`src/rtl/fetch_pkg.sv`:
```
// fetch_pkg
//   Shared types for the fetch/branch controller: FSM state encoding,
//   next-PC mux select encodings and execute-stage branch-select encodings.
package fetch_pkg;

  typedef enum logic [2:0] {
    IDLE     = 3'd0,
    FETCH    = 3'd1,
    HOLD     = 3'd2,
    REDIRECT = 3'd3,
    HALT     = 3'd4
  } state_e;

  // next-PC mux select
  localparam logic [1:0] SEL_PC1 = 2'b00;
  localparam logic [1:0] SEL_BRA = 2'b01;
  localparam logic [1:0] SEL_RAA = 2'b10;
  localparam logic [1:0] SEL_JMP = 2'b11;

  // branch select from execute
  localparam logic [1:0] BS_NONE = 2'b00;
  localparam logic [1:0] BS_COND = 2'b01;
  localparam logic [1:0] BS_JR   = 2'b10;
  localparam logic [1:0] BS_JMP  = 2'b11;

endpackage

```
`src/rtl/fetch_branch_ctrl_resolve.sv`:
```
// branch_resolve
//   Combinational branch resolution for the execute-stage branch.
//   Ports:
//     ex_br_valid  in   execute holds a branch/jump
//     ex_bs[1:0]   in   branch select (none / cond / jr / jump)
//     ex_ps        in   branch polarity
//     ex_zero      in   ALU zero flag
//     taken        out  branch redirects the PC
//     sel[1:0]     out  next-PC mux select for the redirect
module branch_resolve
  import fetch_pkg::*;
(
  input  logic       ex_br_valid,
  input  logic [1:0] ex_bs,
  input  logic       ex_ps,
  input  logic       ex_zero,
  output logic       taken,
  output logic [1:0] sel
);

  // Conditional branches take when polarity and zero disagree; jumps always
  // take. A non-taken conditional collapses to SEL_PC1.
  assign sel   = {ex_bs[1], ((ex_ps ^ ex_zero) | ex_bs[1]) & ex_bs[0]};
  assign taken = ex_br_valid & (sel != SEL_PC1);

endmodule

```
`src/rtl/fetch_branch_ctrl.sv`:
```
// fetch_branch_ctrl
//   Sequences the PC register and its next-PC mux: fetch handshake with
//   instruction memory, load-use stalls, taken-branch redirect with wrong-path
//   squash, sticky halt, and saturating branch statistics.
//   Ports:
//     clk, rst_n          clock, async active-low reset
//     imem_req/imem_ack   fetch request / word returned for current PC
//     id_stall            load-use hold from decode
//     ex_br_valid, ex_bs, ex_ps, ex_zero   execute-stage branch info
//     halt                stop fetching (sticky until reset)
//     pc_we, pc_sel       PC load enable and next-PC mux select
//     flush_if_id/id_ex   squash pipeline registers
//     if_id_valid         IF/ID captures a valid instruction
//     halted              FSM in HALT
//     branch_cnt/taken_cnt  saturating statistics
//
//   state    | meaning
//   IDLE     | first cycle after reset, nothing issued
//   FETCH    | requesting instructions, PC+1 on each ack
//   HOLD     | load-use stall, PC and IF/ID held
//   REDIRECT | bubble cycles after a taken branch, wrong-path ignored
//   HALT     | stopped until reset
module fetch_branch_ctrl
  import fetch_pkg::*;
#(
  parameter int unsigned FLUSH_DEPTH = 2,
  parameter int unsigned STAT_W      = 16
) (
  input  logic              clk,
  input  logic              rst_n,
  output logic              imem_req,
  input  logic              imem_ack,
  input  logic              id_stall,
  input  logic              ex_br_valid,
  input  logic [1:0]        ex_bs,
  input  logic              ex_ps,
  input  logic              ex_zero,
  input  logic              halt,
  output logic              pc_we,
  output logic [1:0]        pc_sel,
  output logic              flush_if_id,
  output logic              flush_id_ex,
  output logic              if_id_valid,
  output logic              halted,
  output logic [STAT_W-1:0] branch_cnt,
  output logic [STAT_W-1:0] taken_cnt
);

  localparam logic [2:0]        BUBBLE_INIT = 3'(FLUSH_DEPTH - 1);
  localparam logic [STAT_W-1:0] CNT_ONE     = STAT_W'(1);
  localparam logic [STAT_W-1:0] CNT_MAX     = '1;

  state_e            state_q, state_d;
  logic [2:0]        bubble_q, bubble_d;
  logic [STAT_W-1:0] branch_cnt_q, taken_cnt_q;
  logic              taken;
  logic [1:0]        sel;
  logic              honour;

  branch_resolve u_resolve (
    .ex_br_valid (ex_br_valid),
    .ex_bs       (ex_bs),
    .ex_ps       (ex_ps),
    .ex_zero     (ex_zero),
    .taken       (taken),
    .sel         (sel)
  );

  always_comb begin
    state_d     = state_q;
    bubble_d    = bubble_q;
    imem_req    = 1'b0;
    pc_we       = 1'b0;
    pc_sel      = SEL_PC1;
    flush_if_id = 1'b0;
    flush_id_ex = 1'b0;
    if_id_valid = 1'b0;
    halted      = 1'b0;
    honour      = 1'b0;

    case (state_q)
      IDLE: state_d = halt ? HALT : FETCH;

      FETCH, HOLD: begin
        imem_req = (state_q == FETCH);
        // a branch seen alongside halt is counted but not applied
        honour   = ex_br_valid;
        if (halt) begin
          state_d = HALT;
        end else if (taken) begin
          pc_we       = 1'b1;
          pc_sel      = sel;
          flush_if_id = 1'b1;
          flush_id_ex = 1'b1;
          bubble_d    = BUBBLE_INIT;
          state_d     = (FLUSH_DEPTH == 1) ? FETCH : REDIRECT;
        end else if (id_stall) begin
          state_d = HOLD;
        end else if (state_q == HOLD) begin
          state_d = FETCH;
        end else if (imem_ack) begin
          pc_we       = 1'b1;
          if_id_valid = 1'b1;
        end
      end

      REDIRECT: begin
        imem_req = 1'b1;
        if (halt) begin
          state_d = HALT;
        end else begin
          flush_if_id = 1'b1;
          bubble_d    = (bubble_q != 3'd0) ? bubble_q - 3'd1 : 3'd0;
          if (bubble_q <= 3'd1) state_d = FETCH;
        end
      end

      HALT: halted = 1'b1;

      default: state_d = IDLE;
    endcase
  end

  always_ff @(posedge clk or negedge rst_n) begin
    if (!rst_n) begin
      state_q      <= IDLE;
      bubble_q     <= 3'd0;
      branch_cnt_q <= '0;
      taken_cnt_q  <= '0;
    end else begin
      state_q  <= state_d;
      bubble_q <= bubble_d;
      if (honour) begin
        if (branch_cnt_q != CNT_MAX) branch_cnt_q <= branch_cnt_q + CNT_ONE;
        if (taken && taken_cnt_q != CNT_MAX) taken_cnt_q <= taken_cnt_q + CNT_ONE;
      end
    end
  end

  assign branch_cnt = branch_cnt_q;
  assign taken_cnt  = taken_cnt_q;

endmodule

```
`config.mk`:
```
export PLATFORM = sky130hd
export DESIGN_NAME = fetch_branch_ctrl
export DESIGN_NICKNAME = d
export VERILOG_FILES = /design/src/rtl/fetch_pkg.sv /design/src/rtl/fetch_branch_ctrl_resolve.sv /design/src/rtl/fetch_branch_ctrl.sv
export SDC_FILE = /design/constraint.sdc
export NUM_CORES = 1
export LEC_CHECK = 0
export BUFFER_PORTS_ARGS = -buffer_cell sky130_fd_sc_hd__buf_4
export CAP_MARGIN = 10
export CORE_MARGIN = 2
export CORE_UTILIZATION = 35
export DETAILED_ROUTE_END_ITERATION = 7
export SLEW_MARGIN = 20
export SYNTH_ARGS = -nofsm -noshare
export SYNTH_HDL_FRONTEND = slang
export SYNTH_SLANG_ARGS = --single-unit
```
`constraint.sdc`:
```
create_clock -name clk -period 2.3 [get_ports clk]
set_input_delay 0.23 -clock clk [delete_from_list [all_inputs] [get_ports clk]]
set_output_delay 0.23 -clock clk [all_outputs]
set_load 0.02 [all_outputs]
```
Word level (Yosys, flattened, before mapping)
Index checks and enable logic that the tools add are counted.

storage, ports and cells
  bits in registers = 38
  bits of input ports = 10
  output and inout port bits = 40
  logic and storage cells = 67

cells by class
  add/subtract/negate cells = 3
  $lt $le $gt $ge = 1
  equal/unequal tests = 11
  muxes and demuxes = 33
  bitwise gates (word level) = 5
  reduce and logical (&&, ||, !) cells = 10

operators with widths
  kind                   number
  $mux 3                 11
  $add 16x1->16 const B  2
  $ne 16x16->1 const B   2
  $mux 1                 15
  $pmux 3 s4             1
  $eq 3x2->1 const B     2
  $mux 2                 3
  $ne 2x2->1 const B     3
  $pmux 3 s2             1
  $ne 5x5->1 const B     1
  $pmux 1 s2             2
  $reduce_and 2->1       2
  $reduce_and 4->1       1
  $reduce_bool 2->1      2
  $eq 3x1->1 const B     1
  $eq 3x3->1 const B     1
  $le 3x1->1 const B     1
  $logic_not 3->1        1
  $ne 3x3->1 const B     1
  $reduce_and 3->1       1
  $reduce_bool 3->1      1
  $sub 3x1->3 const B    1
  $and 1x1->1            2
  $reduce_or 2->1        1
  other kinds (4)        4

Logic depth before layout (Yosys ltp)
  depth in word-level cells = 8
  depth in mapped cells = 7
  depth with buffers taken out = 6

Modules after synthesis
From an unflattened synthesis, not the netlist that was laid out.

unflattened totals
  cells, all modules = 206
  area, all modules = 2105.8 um^2

by module, submodules not included
  module             instances  cells each  area an instance (um^2)  seq. area each (um^2)
  fetch_branch_ctrl  1          201         2067.0                   950.9
  branch_resolve     1          5           38.8                     0.0

Least setup slack after synthesis
No wires, ideal clock.

  path type = reg-to-reg
  start point = register branch_cnt_q[0] (netlist: branch_cnt[0])
  end point = register branch_cnt_q[5] (netlist: branch_cnt[5])
  library setup time = 132 ps
  arrival = 1913 ps
  required time = 2168 ps
  path slack = 254 ps
  stages on the path, launching flop included = 8
  period minus slack after synthesis = 2046 ps
  cell sequence = dfrtp_1 > ha_1 > nand2_1 > or2_2 > clkbuf_1 > o31ai_1 > nor3_1 > xor2_1

on the way
  cells in the longest elaborated chain, start to end = 2
  elaborated cells on any way between the ends = 3
  those cells by class = add/sub (1); eq/ne (1); reduce/logical (1)

RTL lines
  what                                                   line                      RTL
  start, declared                                        fetch_branch_ctrl.sv:55   logic [STAT_W-1:0] branch_cnt_q, taken_cnt_q;
  start signal, assigned                                 fetch_branch_ctrl.sv:134  if (branch_cnt_q != CNT_MAX) branch_cnt_q <= branch_cnt_q + CNT_ONE;
  branches (longest 2 deep; another with $add 16x1->16)  n/a

Parallel ways; which one is timed is not known.
A chain may end at the register's enable or synchronous reset.

Worst setup path in the final report
  start point = register state_q[1]
  end point = output pc_sel[0]

on the way
  cells in the longest elaborated chain, start to end = 3
  elaborated cells on any way between the ends = 4
  those cells by class = eq/ne (2); mux (1); reduce/logical (1)

RTL lines
  what                                      line                      RTL
  start, declared                           fetch_branch_ctrl.sv:53   state_e state_q, state_d;
  start signal, assigned                    fetch_branch_ctrl.sv:131  state_q <= state_d;
  $eq 3x1->1 or $eq 3x2->1 (tied branches)  fetch_branch_ctrl.sv:81   case (state_q)
  $reduce_or 2->1 *                         fetch_branch_ctrl.sv:81
  $mux 2 *                                  fetch_branch_ctrl.sv:81
  end, declared                             fetch_branch_ctrl.sv:40   output logic [1:0] pc_sel,

Mark *: on every way between the ends. The rest lies on a longest branch, timed or not.

==> run_results.csv <==
group,metric,value,unit
clock_tree,clk_pin_slew,0.08,ns
yosys,synth_area_per_cell,10.5,µm²
placement,port_buffers,49,
power,p_leak,1.16,nW
global_routing,grt_pass1_vias,1449,
detailed_routing,dr.pass1.iters,4,
yosys,yosysSeqAreaShare,49.4,%
critical_path,worstPathArrival,1.84,ns
critical_path,regToRegSetupSlack,0.25,ns
detailed_routing,viasPerCell,4.90,
global_routing,grt_max_degree,39,
timing,slew-limit-headroom,59.6,%
yosys,synth_top_family_by_area,"simple AND/OR/NAND/NOR gates",
yosys,synth_area,1930,µm²
yosys,synth_nets,198,
detailed_routing,wl_per_cell,12.8,µm
clock_tree,cts_resized,0,
yosys,synth-edff-count,0,
final_layout,drive_gt1_share,29.5,%
clock_tree,cts_root_buf,"clkbuf_8",
power,p_per_area,773,nW/µm²
critical_path,worst_path_max_delay_cell,"dfrtp_1",
global_routing,antenna_found_initial,0,
yosys,synth_compound_area_share,7.93,%
final_layout,layout.nets,254,
floorplan,row_count,27,
yosys,synth-simple-area-share,22.7,%
clock_tree,hold_buffers,1,
floorplan,die-area,6110,µm²
critical_path,r2r_start,"branch_cnt[0]",
global_routing,grt-ovfl-total,0,
detailed_routing,vias,1533,
status,status,"finished, final reports clean",
clock_tree,clock_latency,0.29,ns
critical_path,max_stage_delay,0.46,ns
detailed_routing,dr.first_iter.drc_count,61,
yosys,synth_seq_cells,38,
clock_tree,cts_made_buffers,5,
min_path,hold_path.class,"in -> reg",
floorplan,die-width,78.2,µm
placement,dpl.hpwl,3050,µm
critical_path,crit_fanout,7,
yosys,syn-instance-count,184,
min_path,hold_end,"state_q[0]",
yosys,synthAdderAreaFrac,2.60,%
detailed_routing,ant_nets,0,
timing,setup_viol,0,
timing,rsz0062_at_grt,"no",
timing,tightest_slew,0.601,ns
yosys,synth_xor_area_share,13.6,%
timing,skew,0.00695,ns
final_layout,areaGrowthSynthToFinish,30.1,%
critical_path,rr_endpoint,"branch_cnt[5]",
timing,hold_viol,0,
yosys,ys.flop_type,"dfrtp_1",
floorplan,start_util,35.6,%
floorplan,boundaryPins,50,
final_layout,n_antenna_cell,0,
detailed_routing,drc,0,
critical_path,endpoint_kind,"primary output",
yosys,ys.warnings.count,0,
clock_tree,htree_num_levels,2,
yosys,async_flop_share,100,%
timing,hold_slack,0.186,ns
floorplan,core,5410,µm²
clock_tree,cts_tree,"yes",
yosys,yosysUniqueCellTypes,39,
job,max_cap_violations,0,
power,power,0.00194,W
global_routing,grtUsageTotal,14.2,%
power,peakVddDrop,424,µV
timing,fmax,0.483,GHz
global_routing,grt_pass1_wl,6930,µm
min_path,min_from,"halt",
clock_tree,clock-sinks,38,
min_path,hold_depth,2,
critical_path,critPathKind,"reg -> out",
timing,drv_slew,0,
placement,gp_congestion,0.809,
critical_path,crit_chain,"xor2_2 > nand3_4 > or2_4 > nor2_1 > and2_1 > buf_4",
clock_tree,cts_setup_buffers,0,
critical_path,critPathRequiredTime,2.07,ns
timing,period_share,90.0,%
critical_path,start_kind,"flop",
detailed_routing,routed_wl,4010,µm
timing,setup_tns,0,ns
floorplan,die_h,78.2,µm
yosys,synth_mux_area_share,1.75,%
clock_tree,clock_path_buffers,2,
timing,period_minus_slack,2.07,ns
critical_path,r2r_cells,6,
layout make-up:
cell class	instances	area, µm²
fillers	540	2900
multi-input cells	136	936
clock inverters	3	40.0
flip-flops and latches	38	951
inverters	7	26.3
well taps	72	90.1
clock buffers	5	68.8
repair buffers	52	393
state kept, by name, indices dropped and copies added (netlist names):
| signal | count |
|---|---|
| state_q | 3 |
| bubble_q | 3 |
| branch_cnt | 16 |
| taken_cnt | 16 |
cells by family (layout without fill, tap and decap cells):
| kind of cell | Yosys count | in the layout |
|---|---|---|
| AOI/OAI and AO/OA | 20 | 20 |
| xor gates and xnor gates | 29 | 29 |
| adders and majority gates | 4 | 4 |
| buffers and inverters | 10 | 67 |
| DFF | 38 | 38 |
| muxes | 3 | 3 |
| and+or+nand+nor | 80 | 80 |
cells in the mapped netlist (2+ instances only):
master,number,area [µm²]
and2_1,2,12.5
nor2_1,11,41.3
nor3_1,7,35.0
clkbuf_1,2,7.51
and3_1,4,25.0
nand4_1,12,75.1
xor2_1,5,43.8
dfrtp_1,38,951
a21oi_1,3,15.0
nor4_2,2,25.0
a21o_1,2,15.0
and4_1,2,17.5
o21ai_0,4,20.0
nand3_1,10,50.1
or2_2,2,12.5
ha_1,4,50.1
xnor2_1,23,201
o21a_1,2,15.0
nand2_1,21,78.8
mux2_2,2,22.5
o31a_1,2,17.5
inv_1,7,26.3
worst max path at each step:
stage | end | startpoint | cells after the start
CTS | pc_sel[0] | state_q[1] | 6
floorplan | branch_cnt[5] | branch_cnt[0] | 7
finish | pc_sel[0] | state_q[1] | 6
detailed placement | branch_cnt[5] | branch_cnt[0] | 6
global route | pc_sel[0] | state_q[0] | 6
global placement | branch_cnt[5] | branch_cnt[0] | 6
stage by stage:
step	instance area [µm²]	util, %	worst slack [ns]	instances
final	2500	46.3	0.231	313
after global routing	2500	46.3	0.0816	313
after CTS	2500	46.3	0.202	313
after detailed placement	2390	44.1	0.260	304
after global placement	2390	44.1	0.348	304
after floorplan	1930	-	0.254	184
worst max-delay path: cells and delay by family, from the launching register on:
family | cells | cell delay (ns)
flops | 1 | 0.46
xor+xnor | 1 | 0.22
simple gates | 4 | 0.74
buf+inv | 1 | 0.13
where the power goes:
part	switching [W]	total [W]	internal, W
registers	0.000113	0.000874	0.000761
clock network	0.000238	0.000557	0.000319
logic	0.000280	0.000505	0.000225
total	0.000632	0.00194	0.00131
metal layers:
layer | part of all wire, % | routed length (µm) | track usage [%]
met1 | 48 | 1940 | 19.8
met2 | 46 | 1840 | 21.4
met3 | 4.6 | 184 | 3.68
met4 | 1.3 | 54 | 4.74
met5 | 0 | 0 | 0
placed cells by master (no fill, tap or decap), drive strengths merged, types with 2 or more instances in the layout:
master  instances
nor3            8
nand4          12
and4            2
nor2           11
nor4            2
inv             7
a21oi           3
xnor2          23
buf            51
mux2            3
clkinv          2
dfrtp          38
and2            2
and3            4
ha              4
clkbuf          5
or2             3
o31a            2
nand2          21
xor2            6
o21ai           4
nand3          11
o21a            2
a21o            2
Power figures use the tool's default switching activity.
